$ cat src/rtl/ntt_cmd_dispatcher.sv
// ntt_cmd_dispatcher
//   In-order command queue between the host command stream and an array of
//   NUM_ENG ntt_engine instances. Host commands are buffered in a FIFO; the
//   head command is issued to its target engine once that engine is ready and
//   has no command outstanding. Opcode 8'hFF is a FENCE: it waits until every
//   engine is idle and is then retired without being issued.
//
// Handshakes:
//   host side  : a command transfers on a clk edge where host_valid && host_ready.
//                host_ready is !full and is combinational.
//   engine side: eng_cmd_valid[e] is a one-cycle issue strobe; the shared bus
//                (eng_cmd_opcode/slot/dma_addr) is valid with it and then holds.
//                After an issue the engine is considered pending until it is
//                seen with eng_ready low; only then may it receive another
//                command.
//
// Ports:
//   clk, rst_n          clock, asynchronous active-low reset
//   host_valid/ready    host command handshake
//   host_opcode/slot/dma_addr/eng  host command fields
//   eng_cmd_valid       one-hot issue strobe, one bit per engine
//   eng_cmd_opcode/slot/dma_addr   shared command bus to the engines
//   eng_ready           per-engine ready
//   q_level             FIFO occupancy
//   all_idle            FIFO empty, nothing pending, all engines ready
//   issued_count        issued commands (fences excluded), wraps
//   err_bad_eng         sticky: a command targeting a missing engine was dropped
//   dbg_state           current FSM state (S_IDLE=0, S_DISPATCH=1, S_FENCE=2)
//
// Optional feature (define CMD_DISPATCH_STATS_EN):
//   stall_cycles        cycles a valid non-fence head could not issue (saturating)
//   fence_count         fences retired (saturating)

module ntt_cmd_dispatcher #(
    parameter int NUM_ENG    = 4,
    parameter int ENG_W      = 4,
    parameter int FIFO_DEPTH = 8,
    parameter int FIFO_AW    = 3
) (
    input  logic                 clk,
    input  logic                 rst_n,
    input  logic                 host_valid,
    output logic                 host_ready,
    input  logic [7:0]           host_opcode,
    input  logic [3:0]           host_slot,
    input  logic [47:0]          host_dma_addr,
    input  logic [ENG_W-1:0]     host_eng,
    output logic [NUM_ENG-1:0]   eng_cmd_valid,
    output logic [7:0]           eng_cmd_opcode,
    output logic [3:0]           eng_cmd_slot,
    output logic [47:0]          eng_cmd_dma_addr,
    input  logic [NUM_ENG-1:0]   eng_ready,
    output logic [FIFO_AW:0]     q_level,
    output logic                 all_idle,
    output logic [31:0]          issued_count,
    output logic                 err_bad_eng,
`ifdef CMD_DISPATCH_STATS_EN
    output logic [31:0]          stall_cycles,
    output logic [15:0]          fence_count,
`endif
    output logic [1:0]           dbg_state
);

    localparam int          ENT_W     = 8 + 4 + 48 + ENG_W;
    localparam logic [7:0]  OP_FENCE  = 8'hFF;
    localparam logic [31:0] NUM_ENG_U = 32'(NUM_ENG);
    localparam logic [FIFO_AW:0] DEPTH_CNT = (FIFO_AW + 1)'(FIFO_DEPTH);
    localparam logic [FIFO_AW:0] ONE_CNT   = (FIFO_AW + 1)'(1);

    typedef enum logic [1:0] {
        S_IDLE     = 2'd0,
        S_DISPATCH = 2'd1,
        S_FENCE    = 2'd2
    } state_t;

    state_t state_q, state_d;

    // ---------------- command FIFO ----------------
    logic [ENT_W-1:0]   mem [FIFO_DEPTH];
    logic [FIFO_AW-1:0] wr_ptr, rd_ptr;
    logic [FIFO_AW:0]   count;
    logic               fifo_empty, fifo_full, push, pop;

    assign fifo_empty = (count == '0);
    assign fifo_full  = (count == DEPTH_CNT);
    assign host_ready = !fifo_full;
    assign push       = host_valid && host_ready;
    assign q_level    = count;

    logic [7:0]       head_opcode;
    logic [3:0]       head_slot;
    logic [47:0]      head_addr;
    logic [ENG_W-1:0] head_eng;
    logic [31:0]      head_eng_ext;
    logic             head_bad;

    assign {head_opcode, head_slot, head_addr, head_eng} = mem[rd_ptr];
    assign head_eng_ext = 32'(head_eng);
    assign head_bad     = (head_eng_ext >= NUM_ENG_U);

    // One-hot decode of the head's target; all zero for an out-of-range index.
    logic [NUM_ENG-1:0] eng_sel;
    always_comb begin
        eng_sel = '0;
        for (int e = 0; e < NUM_ENG; e++) begin
            if (head_eng_ext == unsigned'(e)) eng_sel[e] = 1'b1;
        end
    end

    logic [NUM_ENG-1:0] pend;
    logic               can_issue, issue, drop_bad, last_entry;

    assign can_issue  = |(eng_sel & eng_ready & ~pend);
    // The pop in progress empties the FIFO (no refill on the same edge).
    assign last_entry = (count == ONE_CNT) && !push;
    assign all_idle   = fifo_empty && (pend == '0) && (&eng_ready);
    assign dbg_state  = state_q;

    // ---------------- FSM ----------------
    always_ff @(posedge clk or negedge rst_n) begin
        if (!rst_n) state_q <= S_IDLE;
        else        state_q <= state_d;
    end

    always_comb begin
        state_d  = state_q;
        pop      = 1'b0;
        issue    = 1'b0;
        drop_bad = 1'b0;
        case (state_q)
            S_IDLE: begin
                if (!fifo_empty) state_d = S_DISPATCH;
            end
            S_DISPATCH: begin
                if (fifo_empty) begin
                    state_d = S_IDLE;
                end else if (head_opcode == OP_FENCE) begin
                    state_d = S_FENCE;
                end else if (head_bad) begin
                    pop      = 1'b1;
                    drop_bad = 1'b1;
                    if (last_entry) state_d = S_IDLE;
                end else if (can_issue) begin
                    pop   = 1'b1;
                    issue = 1'b1;
                    if (last_entry) state_d = S_IDLE;
                end
            end
            S_FENCE: begin
                if (!fifo_empty && (pend == '0) && (&eng_ready)) begin
                    pop     = 1'b1;
                    state_d = last_entry ? S_IDLE : S_DISPATCH;
                end
            end
            default: state_d = S_IDLE;
        endcase
    end

    // ---------------- FIFO storage and pointers ----------------
    always_ff @(posedge clk) begin
        if (push) mem[wr_ptr] <= {host_opcode, host_slot, host_dma_addr, host_eng};
    end

    always_ff @(posedge clk or negedge rst_n) begin
        if (!rst_n) begin
            wr_ptr <= '0;
            rd_ptr <= '0;
            count  <= '0;
        end else begin
            if (push) wr_ptr <= wr_ptr + 1'b1;
            if (pop)  rd_ptr <= rd_ptr + 1'b1;
            if (push && !pop)      count <= count + 1'b1;
            else if (!push && pop) count <= count - 1'b1;
        end
    end

    // ---------------- issue datapath ----------------
    always_ff @(posedge clk or negedge rst_n) begin
        if (!rst_n) begin
            pend             <= '0;
            eng_cmd_valid    <= '0;
            eng_cmd_opcode   <= '0;
            eng_cmd_slot     <= '0;
            eng_cmd_dma_addr <= '0;
            issued_count     <= '0;
            err_bad_eng      <= 1'b0;
        end else begin
            // Pending clears once the engine is seen busy; issue sets it.
            pend          <= (pend & eng_ready) | (issue ? eng_sel : '0);
            eng_cmd_valid <= issue ? eng_sel : '0;
            if (issue) begin
                eng_cmd_opcode   <= head_opcode;
                eng_cmd_slot     <= head_slot;
                eng_cmd_dma_addr <= head_addr;
                issued_count     <= issued_count + 32'd1;
            end
            if (drop_bad) err_bad_eng <= 1'b1;
        end
    end

`ifdef CMD_DISPATCH_STATS_EN
    logic stall, fence_done;
    assign stall = (state_q == S_DISPATCH) && !fifo_empty && (head_opcode != OP_FENCE)
                   && !head_bad && !can_issue;
    assign fence_done = (state_q == S_FENCE) && pop;

    always_ff @(posedge clk or negedge rst_n) begin
        if (!rst_n) begin
            stall_cycles <= '0;
            fence_count  <= '0;
        end else begin
            if (stall && (stall_cycles != '1))     stall_cycles <= stall_cycles + 32'd1;
            if (fence_done && (fence_count != '1)) fence_count  <= fence_count + 16'd1;
        end
    end
`endif

endmodule
$ cat config.mk
export PLATFORM = sky130hd
export DESIGN_NAME = ntt_cmd_dispatcher
export DESIGN_NICKNAME = d
export VERILOG_FILES = /design/src/rtl/ntt_cmd_dispatcher.sv
export SDC_FILE = /design/constraint.sdc
export NUM_CORES = 1
export LEC_CHECK = 0
export CORE_ASPECT_RATIO = 1.4
export CORE_MARGIN = 2
export CORE_UTILIZATION = 50
export CTS_CLUSTER_DIAMETER = 60
export DETAILED_ROUTE_END_ITERATION = 10
export PLACE_DENSITY = 0.7
export SLEW_MARGIN = 20
export SYNTH_ARGS = -nofsm -noshare
export SYNTH_HDL_FRONTEND = slang
export SYNTH_SLANG_ARGS = --single-unit
$ cat constraint.sdc
create_clock -name clk -period 15.6 [get_ports clk]
set_clock_uncertainty 0.2 [all_clocks]
set_input_delay 3.12 -clock clk [delete_from_list [all_inputs] [get_ports clk]]
set_output_delay 3.12 -clock clk [all_outputs]
set_load 0.02 [all_outputs]
==> results of run 1 <==
## power breakdown
group	internal, mW	switching, mW
clock network	0.825	0.592
logic	0.681	0.800
registers	2.12	0.177
total	3.63	1.57
## layout by cell type (no fill, tap or decap), types with 3 or more instances in the layout
cell type and instances:
nand2_1 76, a21o_1 5, dfrtp_1 111, nand2b_1 3, diode_2 3, clkinv_2 9
nor2_1 15, buf_4 18, xnor2_1 10, inv_1 10, nor3_2 6, bufinv_16 7
nor3_1 18, nor2_4 6, ha_1 11, clkbuf_8 8, o21ai_0 66, mux4_2 124
nor4_2 4, mux2_2 4, clkbuf_16 57, nor2b_1 5, clkinvlp_4 6, xor2_1 29
clkdlybuf4s50_1 174, a21oi_1 5, clkinv_1 7, clkbuf_1 6, nor4_1 6, nand3_1 11
mux2i_1 65, edfxtp_1 512, and2_1 3, nand4_1 16
## path summary, 6_finish.rpt
path | from | to | depth (start not counted) | slack (ps)
min | err_bad_eng | err_bad_eng | 1 | 250
max in group asynchronous | rst_n | eng_cmd_dma_addr[15] | 2 | 11540
max | eng_ready[1] | all_idle | 5 | 7600
max reg2reg | rd_ptr[0] | issued_count[27] | 10 | 10210
min in group asynchronous | rst_n | eng_cmd_dma_addr[43] | 1 | 2300
min reg2reg | err_bad_eng | err_bad_eng | 1 | 250
## per-stage QoR
stage,hold slack (ps),worst slack [ps]
global placement,239,7610
CTS,259,7570
global route,285,7540
detailed placement,244,7580
finish,252,7600
floorplan,250,6910
## cells by family (layout without fill, tap and decap cells)
| group | count (synthesis) | after routing | synth area share |
|---|---|---|---|
| DFF | 625 | 625 | 0.762 |
| other | 0 | 3 | 0 |
| adders and majority gates | 11 | 11 | 0.00576 |
| AOI/OAI and AO/OA | 84 | 84 | 0.0195 |
| xor gates and xnor gates | 39 | 39 | 0.0143 |
| muxes | 195 | 195 | 0.148 |
| buffers and inverters | 67 | 308 | 0.0121 |
| and+or+nand+nor | 180 | 180 | 0.0381 |
## cells in the mapped netlist, drive strengths merged
cell type    n
mux2i       67
nand3       12
nor4b        2
and4         1
a31oi        2
nor2        21
or2          1
mux2         4
o21a         1
nor2b        5
mux4       124
or4          2
nand2       76
a21oi        5
xor2        29
nand2b       3
and3         1
clkbuf      24
and2         3
nor3b        1
a2111oi      2
a21o         5
o21bai       1
ha          11
edfxtp     512
dfrtp      113
buf         32
nor4        10
or3b         1
a211oi       1
nand3b       1
inv         11
nor3        24
nand4       16
o211ai       1
xnor2       10
o21ai       66
## sequential cells by signal, summed over array words and instances, names as in the netlist
name and count:
wr_ptr 3, dbg_state 2, rd_ptr 3, q_level 4, mem 512, eng_cmd_slot 4, issued_count 32, eng_cmd_valid 4
pend 4, eng_cmd_opcode 8, err_bad_eng 1, eng_cmd_dma_addr 48
## area by class of cell
class	count	area [µm²]
Inverter	11	43.8
Timing Repair Buffer	194	1920
Multi-Input combinational cell	509	5450
Tap cell	624	781
Fill cell	3337	18700
Clock inverter	32	372
Antenna cell	3	7.51
Clock buffer	71	1560
Sequential cell	625	18200
## layer usage
layer | wire (µm) | global-route usage
met5 | 27 | 0
met2 | 24400 | 0.336
met1 | 18900 | 0.248
met4 | 1230 | 0.0604
met3 | 2190 | 0.0271
## worst max-delay path: stages
cell and delay (ps):
clkdlybuf4s50_1 480, nor2b_1 200, nand4_1 160, nor2_1 120, clkdlybuf4s50_1 610
==> results.cfg, run 1 <==
[cells_and_area]
stdcell_count = 2069
fin_nets = 1478
fin_area_um2 = 28300
fin_util = 0.602
layout-drive-gt1-share = 0.183
syn_to_final_growth_pct = 18.7

[clocking]
clk_pin_slew_worst_paths_ps = 70
cts_hold_buf = 0
cts-resized-gates = 0
htree_levels = 2
clk_latency_ps = 590
cts_sinks = 625
root_buffer = clkbuf_16
cts_tree = done
numCtsBuffers = 55
post-cts-setup-buffer-count = 0
cts_buffer_depth = 3

[critical_path]
worstSetupPathType = in2out
cp-start-kind = input pin
worst_setup_path_end_kind = output pin
critPathMaxFanout = 2
cp.required_ps = 12280
crit_arrival_ps = 4680

[routing]
wirelength_um = 46800
drc = 0
ant_nets = 0
avgViaCountPerCell = 5.61
first_iter_violations = 699
routedWlPerCell_um = 22.6
vias = 11610
firstDrtPassIters = 5

[timing]
tightest_slew_ps = 967
setup_tns_ps = 0
setup_viol = 0
rsz0062_at_grt = no
slew_viol_final = 0
min_period_ps = 8000
fmax_mhz = 125
hold_viol = 0
post-route-period-util = 0.513
slew_headroom = 0.354

[power]
power.leakage_nw = 9.88
design_power_total_mw = 5.20
ir_drop_v = 0.0000973
power.density_nw_per_um2 = 183

[logic_synthesis]
synth_area_leaders = edfxtp_1 (64%), dfrtp_1 (12%), mux4_2 (12%), mux2i_1 (2.7%), o21ai_0 (1.4%)
synth-seq-area-share = 0.762
syn_nets = 1283
synth_warnings = 0
avgSynthCellArea_um2 = 19.9
yosysTopAreaCellShare = 0.644
syn_inst = 1201
yosysTopAreaCell = edfxtp_1
synth_seq_cells = 625
ys_types = 45
syn-cell-area_um2 = 23900

[grt]
overflow = 0
grt_max_degree = 67
first_global_vias = 12139
grt_use_total = 0.192
grt_antenna_before_repair = 5
grt_first_pass_wirelength_um = 72300

[die]
ios = 176
rows = 94
die-area_um2 = 49500
start_util = 0.508
die_h_um = 263
core_um2 = 47000
die_x_um = 189

[place]
io_buffers = 175
dp_hpwl_um = 26200
placed_area_um2 = 26400
dpl.cell_count = 1962
gp_congestion = 0.783

[outcome]
status = finished clean

[hold_path]
hp-class = reg2reg

[job]
maxCapViolations = 0
Power figures use the tool's default switching activity.
==> inputs of run 2 (changes only) <==
==> constraint.sdc (replaced) <==
create_clock -name clk -period 8.2 [get_ports clk]
set_clock_uncertainty 0.2 [all_clocks]
set_input_delay 1.64 -clock clk [delete_from_list [all_inputs] [get_ports clk]]
set_output_delay 1.64 -clock clk [all_outputs]
set_load 0.02 [all_outputs]
==> results.cfg, run 2 (synthesized netlist as in run 1, its figures left out) <==
[power]
design_power_total_mw = 9.80
power.leakage_nw = 9.84
power.density_nw_per_um2 = 347
ir_drop_v = 0.000212

[cells_and_area]
layout_common_cells = edfxtp_1 (512), clkdlybuf4s50_1 (174), mux4_2 (124)
fin_nets = 1477
stdcell_count = 2069
multiInputGateArea_um2 = 5450
largest_reg_flops = 512
layout-drive-gt1-share = 0.178
nFillCells = 3332
syn_to_final_growth_pct = 18.1
seq_area_um2 = 18200
layout_commonest_cell = edfxtp_1
reg_top3 = mem x512, eng_cmd_dma_addr x48, issued_count x32
fin_util = 0.600
top_register = mem

[die]
rows = 94
core_um2 = 47000
ios = 176
die-area_um2 = 49500
start_util = 0.508
die_h_um = 263
die_x_um = 189

[critical_path]
worstSetupPathType = reg2reg
crit_arrival_ps = 5460
cp_slowest_cell = buf_4
cp-start-kind = register
crit_buf_inv = 2
rrSetupSlack_ps = 3060
worst_setup_path_end_kind = register
cp.required_ps = 8510
cpLargestDelayFamily = buffers and inverters
path_common_cell = buf_4
cp_slowest_stage_delay_ps = 780
r2r.worst_path.cells = 9
critPathMaxFanout = 81
worstPathCellList = buf_4 -> mux4_2 -> nand4_1 -> nor2_1 -> a211oi_4 -> nand3_4 -> buf_4 -> nor4_1 -> xor2_1
worstReg2RegEnd = issued_count[15]
r2r_start = rd_ptr[0]

[timing]
rsz0062_at_grt = no
slew_headroom = 0.302
setup_tns_ps = 0
slew_viol_final = 0
hold_viol = 0
tightest_slew_ps = 1050
min_period_ps = 5140
post-route-period-util = 0.627
fmax_mhz = 194
setup_viol = 0

[clocking]
htree_levels = 2
cts_tree = done
cts-resized-gates = 0
clk_latency_ps = 580
cts_buffer_depth = 3
cts_hold_buf = 0
cts_sinks = 625
root_buffer = clkbuf_16
numCtsBuffers = 56
clk_pin_slew_worst_paths_ps = 60
post-cts-setup-buffer-count = 0

[grt]
first_global_vias = 12221
grt.met1_usage = 0.253
grt_use_total = 0.193
grt_antenna_before_repair = 5
grt_max_degree = 82
use_met3 = 0.0322
grt_first_pass_wirelength_um = 72900
use_met2 = 0.335
busiest_layer = met2
overflow = 0

[hold_path]
hold_path_depth = 1
hp-start = err_bad_eng
hp-class = reg2reg
whs_endpoint = err_bad_eng

[place]
dp_hpwl_um = 26800
dpl.cell_count = 1961
gp_congestion = 0.749
io_buffers = 175

[routing]
first_iter_violations = 852
vias = 11575
drc = 0
firstDrtPassIters = 5
avgViaCountPerCell = 5.59
ant_nets = 0
wirelength_um = 47200
routedWlPerCell_um = 22.8

[outcome]
status = finished clean

[job]
maxCapViolations = 0
-- run 2: cell count changes in the layout (fill, tap and decap cells not counted), sizes merged --
cell | before | now
buf | 20 | 18
clkinv | 18 | 24
clkinvlp | 6 | 0
inv | 12 | 16
bufinv | 7 | 5
-- run 2: where the power goes --
| part | internal [mW] | switching (mW) | total (mW) |
|---|---|---|---|
| combinational | 1.30 | 1.53 | 2.82 |
| sequential | 4.04 | 0.339 | 4.38 |
| clock | 1.48 | 1.11 | 2.59 |
| total | 6.82 | 2.98 | 9.80 |
-- run 2: layout make-up --
cell class                      count  area share
Antenna cell                        3    0.000266
Clock buffer                       71      0.0542
Clock inverter                     34      0.0110
Inverter                           11     0.00155
Multi-Input combinational cell    509       0.193
Sequential cell                   625       0.645
Tap cell                          624      0.0277
Timing Repair Buffer              192      0.0667
-- run 2: layer usage --
| layer | up-vias | share of wire |
|---|---|---|
| met1 | 6044 | 0.41 |
| met5 | - | 0.00093 |
| li1 | 5185 | - |
| met3 | 68 | 0.046 |
| met4 | 6 | 0.021 |
| met2 | 272 | 0.52 |
-- run 2: how the worst max path moves through the flow --
stage | start | end | slack, ps | cells past startpoint
finish | rd_ptr[0] | issued_count[15] | 3060 | 9
global route | rd_ptr[0] | issued_count[26] | 2600 | 9
CTS | rd_ptr[0] | issued_count[15] | 2930 | 9
detailed placement | rd_ptr[0] | issued_count[15] | 2980 | 9
global placement | rd_ptr[1] | issued_count[26] | 3040 | 9
floorplan | host_valid | mem[0][0] | 990 | 4
-- run 2: per-stage QoR --
step	area (µm²)	setup WS [ps]	hold slack, ps
final	28200	3060	257
after global routing	28200	2600	297
after CTS	28200	2930	258
after detailed placement	26400	2980	246
after global placement	26400	3040	240
after floorplan	23900	993	250
==> inputs of run 3 (changes only) <==
--- a/config.mk
+++ b/config.mk
@@ -10,7 +10,7 @@
 export CORE_UTILIZATION = 50
 export CTS_CLUSTER_DIAMETER = 60
 export DETAILED_ROUTE_END_ITERATION = 10
-export PLACE_DENSITY = 0.7
+export PLACE_DENSITY = 0.72
 export SLEW_MARGIN = 20
 export SYNTH_ARGS = -nofsm -noshare
 export SYNTH_HDL_FRONTEND = slang
==> constraint.sdc (replaced) <==
create_clock -name clk -period 4.55 [get_ports clk]
set_clock_uncertainty 0.2 [all_clocks]
set_input_delay 0.91 -clock clk [delete_from_list [all_inputs] [get_ports clk]]
set_output_delay 0.91 -clock clk [all_outputs]
set_load 0.02 [all_outputs]
==> results.cfg, run 3 (synthesized netlist as in run 1, its figures left out) <==
[clocking]
htree_levels = 2
clk_pin_slew_worst_paths_ps = 60
post-cts-setup-buffer-count = 0
cts_buffer_depth = 3
clk_latency_ps = 600
cts_hold_buf = 0
numCtsBuffers = 56
cts_sinks = 625
cts_tree = done
root_buffer = clkbuf_16
cts-resized-gates = 0

[routing]
drc = 0
firstDrtPassIters = 7
vias = 11787
avgViaCountPerCell = 5.66
first_iter_violations = 831
ant_nets = 0
routedWlPerCell_um = 23.1
wirelength_um = 48000

[critical_path]
critPathMaxFanout = 34
worstSetupPathType = reg2reg
cp.required_ps = 4850
crit_arrival_ps = 4410
worst_setup_path_end_kind = register
cp-start-kind = register

[die]
die_h_um = 263
rows = 94
die_x_um = 189
ios = 176
core_um2 = 47000
die-area_um2 = 49500
start_util = 0.508

[cells_and_area]
fin_area_um2 = 28400
layout_commonest_cell = edfxtp_1
fin_util = 0.603
fin_nets = 1490
reg_top3 = mem x512, eng_cmd_dma_addr x48, issued_count x32
largest_reg_flops = 512
top_register = mem
stdcell_count = 2083
syn_to_final_growth_pct = 18.8
layout_common_cells = edfxtp_1 (512), clkdlybuf4s50_1 (174), mux4_2 (124)
layout-drive-gt1-share = 0.185

[timing]
slew_viol_final = 0
rsz0062_at_grt = no
min_period_ps = 4110
timing.hold.ws_ps = 193
fmax_mhz = 243
post-route-period-util = 0.903
hold_viol = 0
fin_ws_ps = 442
setup_viol = 0
tightest_slew_ps = 798
slew_headroom = 0.468

[grt]
grt_first_pass_wirelength_um = 74200
grt_use_total = 0.197
overflow = 0
grt_max_degree = 76
first_global_vias = 12473
grt_antenna_before_repair = 6

[job]
maxCapViolations = 0

[place]
dp_hpwl_um = 28500
dpl.cell_count = 1974
io_buffers = 175
dp_slack_ps = 401
gp_congestion = 0.775
placed_area_um2 = 26600

[outcome]
status = finished clean

[power]
power.leakage_nw = 9.90
ir_drop_v = 0.000503
power.density_nw_per_um2 = 623

[hold_path]
hp-class = in2async
run 3: cell count changes in the layout (fill, tap and decap cells not counted), sizes merged, moves of 2 or more:
cell	previous run	this run
clkinv	24	21
bufinv	5	3
clkinvlp	0	4
clkbuf	71	74
inv	16	14
buf	18	31
run 3: critical path, cell delays in order, from the launching register on:
cell and delay (ps):
dfrtp_4 860, buf_4 590, mux2i_4 400, mux2i_1 150, mux2i_4 260, o21a_1 170
o21ai_0 190, ha_1 300, or4_1 480, a21oi_1 210, xor2_1 170
run 3: through the flow:
stage	total power [mW]	setup TNS, ps
2_1_floorplan	11.4	-148750
3_3_place_gp	13.2	0
3_5_place_dp	13.3	0
4_1_cts	17.9	0
5_1_grt	18.5	0
6_report	17.7	0
run 3: worst paths after layout:
path	start	to	slack, ps	depth (start not counted)
setup reg to reg	rd_ptr[0]	q_level[3]	440	10
hold / removal	rst_n	dbg_state[1]	190	1
hold reg to reg	issued_count[31]	issued_count[31]	260	1
min in group clk	issued_count[31]	issued_count[31]	260	1
setup / recovery	rd_ptr[0]	q_level[3]	440	10
max in group asynchronous	rst_n	eng_cmd_dma_addr[11]	3100	2
run 3: layout make-up:
type,instances,area (µm²)
flip-flops and latches,625,18200
well taps,624,781
clock inverters,31,285
multi-input cells,509,5460
diodes,4,10.0
inverters,11,43.8
clock buffers,74,1530
repair buffers,205,2050
fillers,3320,18700
run 3: power breakdown:
| part | leakage [nW] | internal [mW] | switching [mW] |
|---|---|---|---|
| combinational | 2.93 | 2.41 | 2.81 |
| clock | 0.877 | 2.56 | 2.03 |
| sequential | 6.09 | 7.28 | 0.599 |
| total | 9.90 | 12.2 | 5.44 |
run 3: routing by layer:
metal	GRT usage	part of all wire	vias to the layer above
li1	-	-	5198
met5	0	0.00062	-
met1	0.249	0.39	6177
met3	0.0298	0.049	66
met4	0.0576	0.021	4
met2	0.353	0.54	342
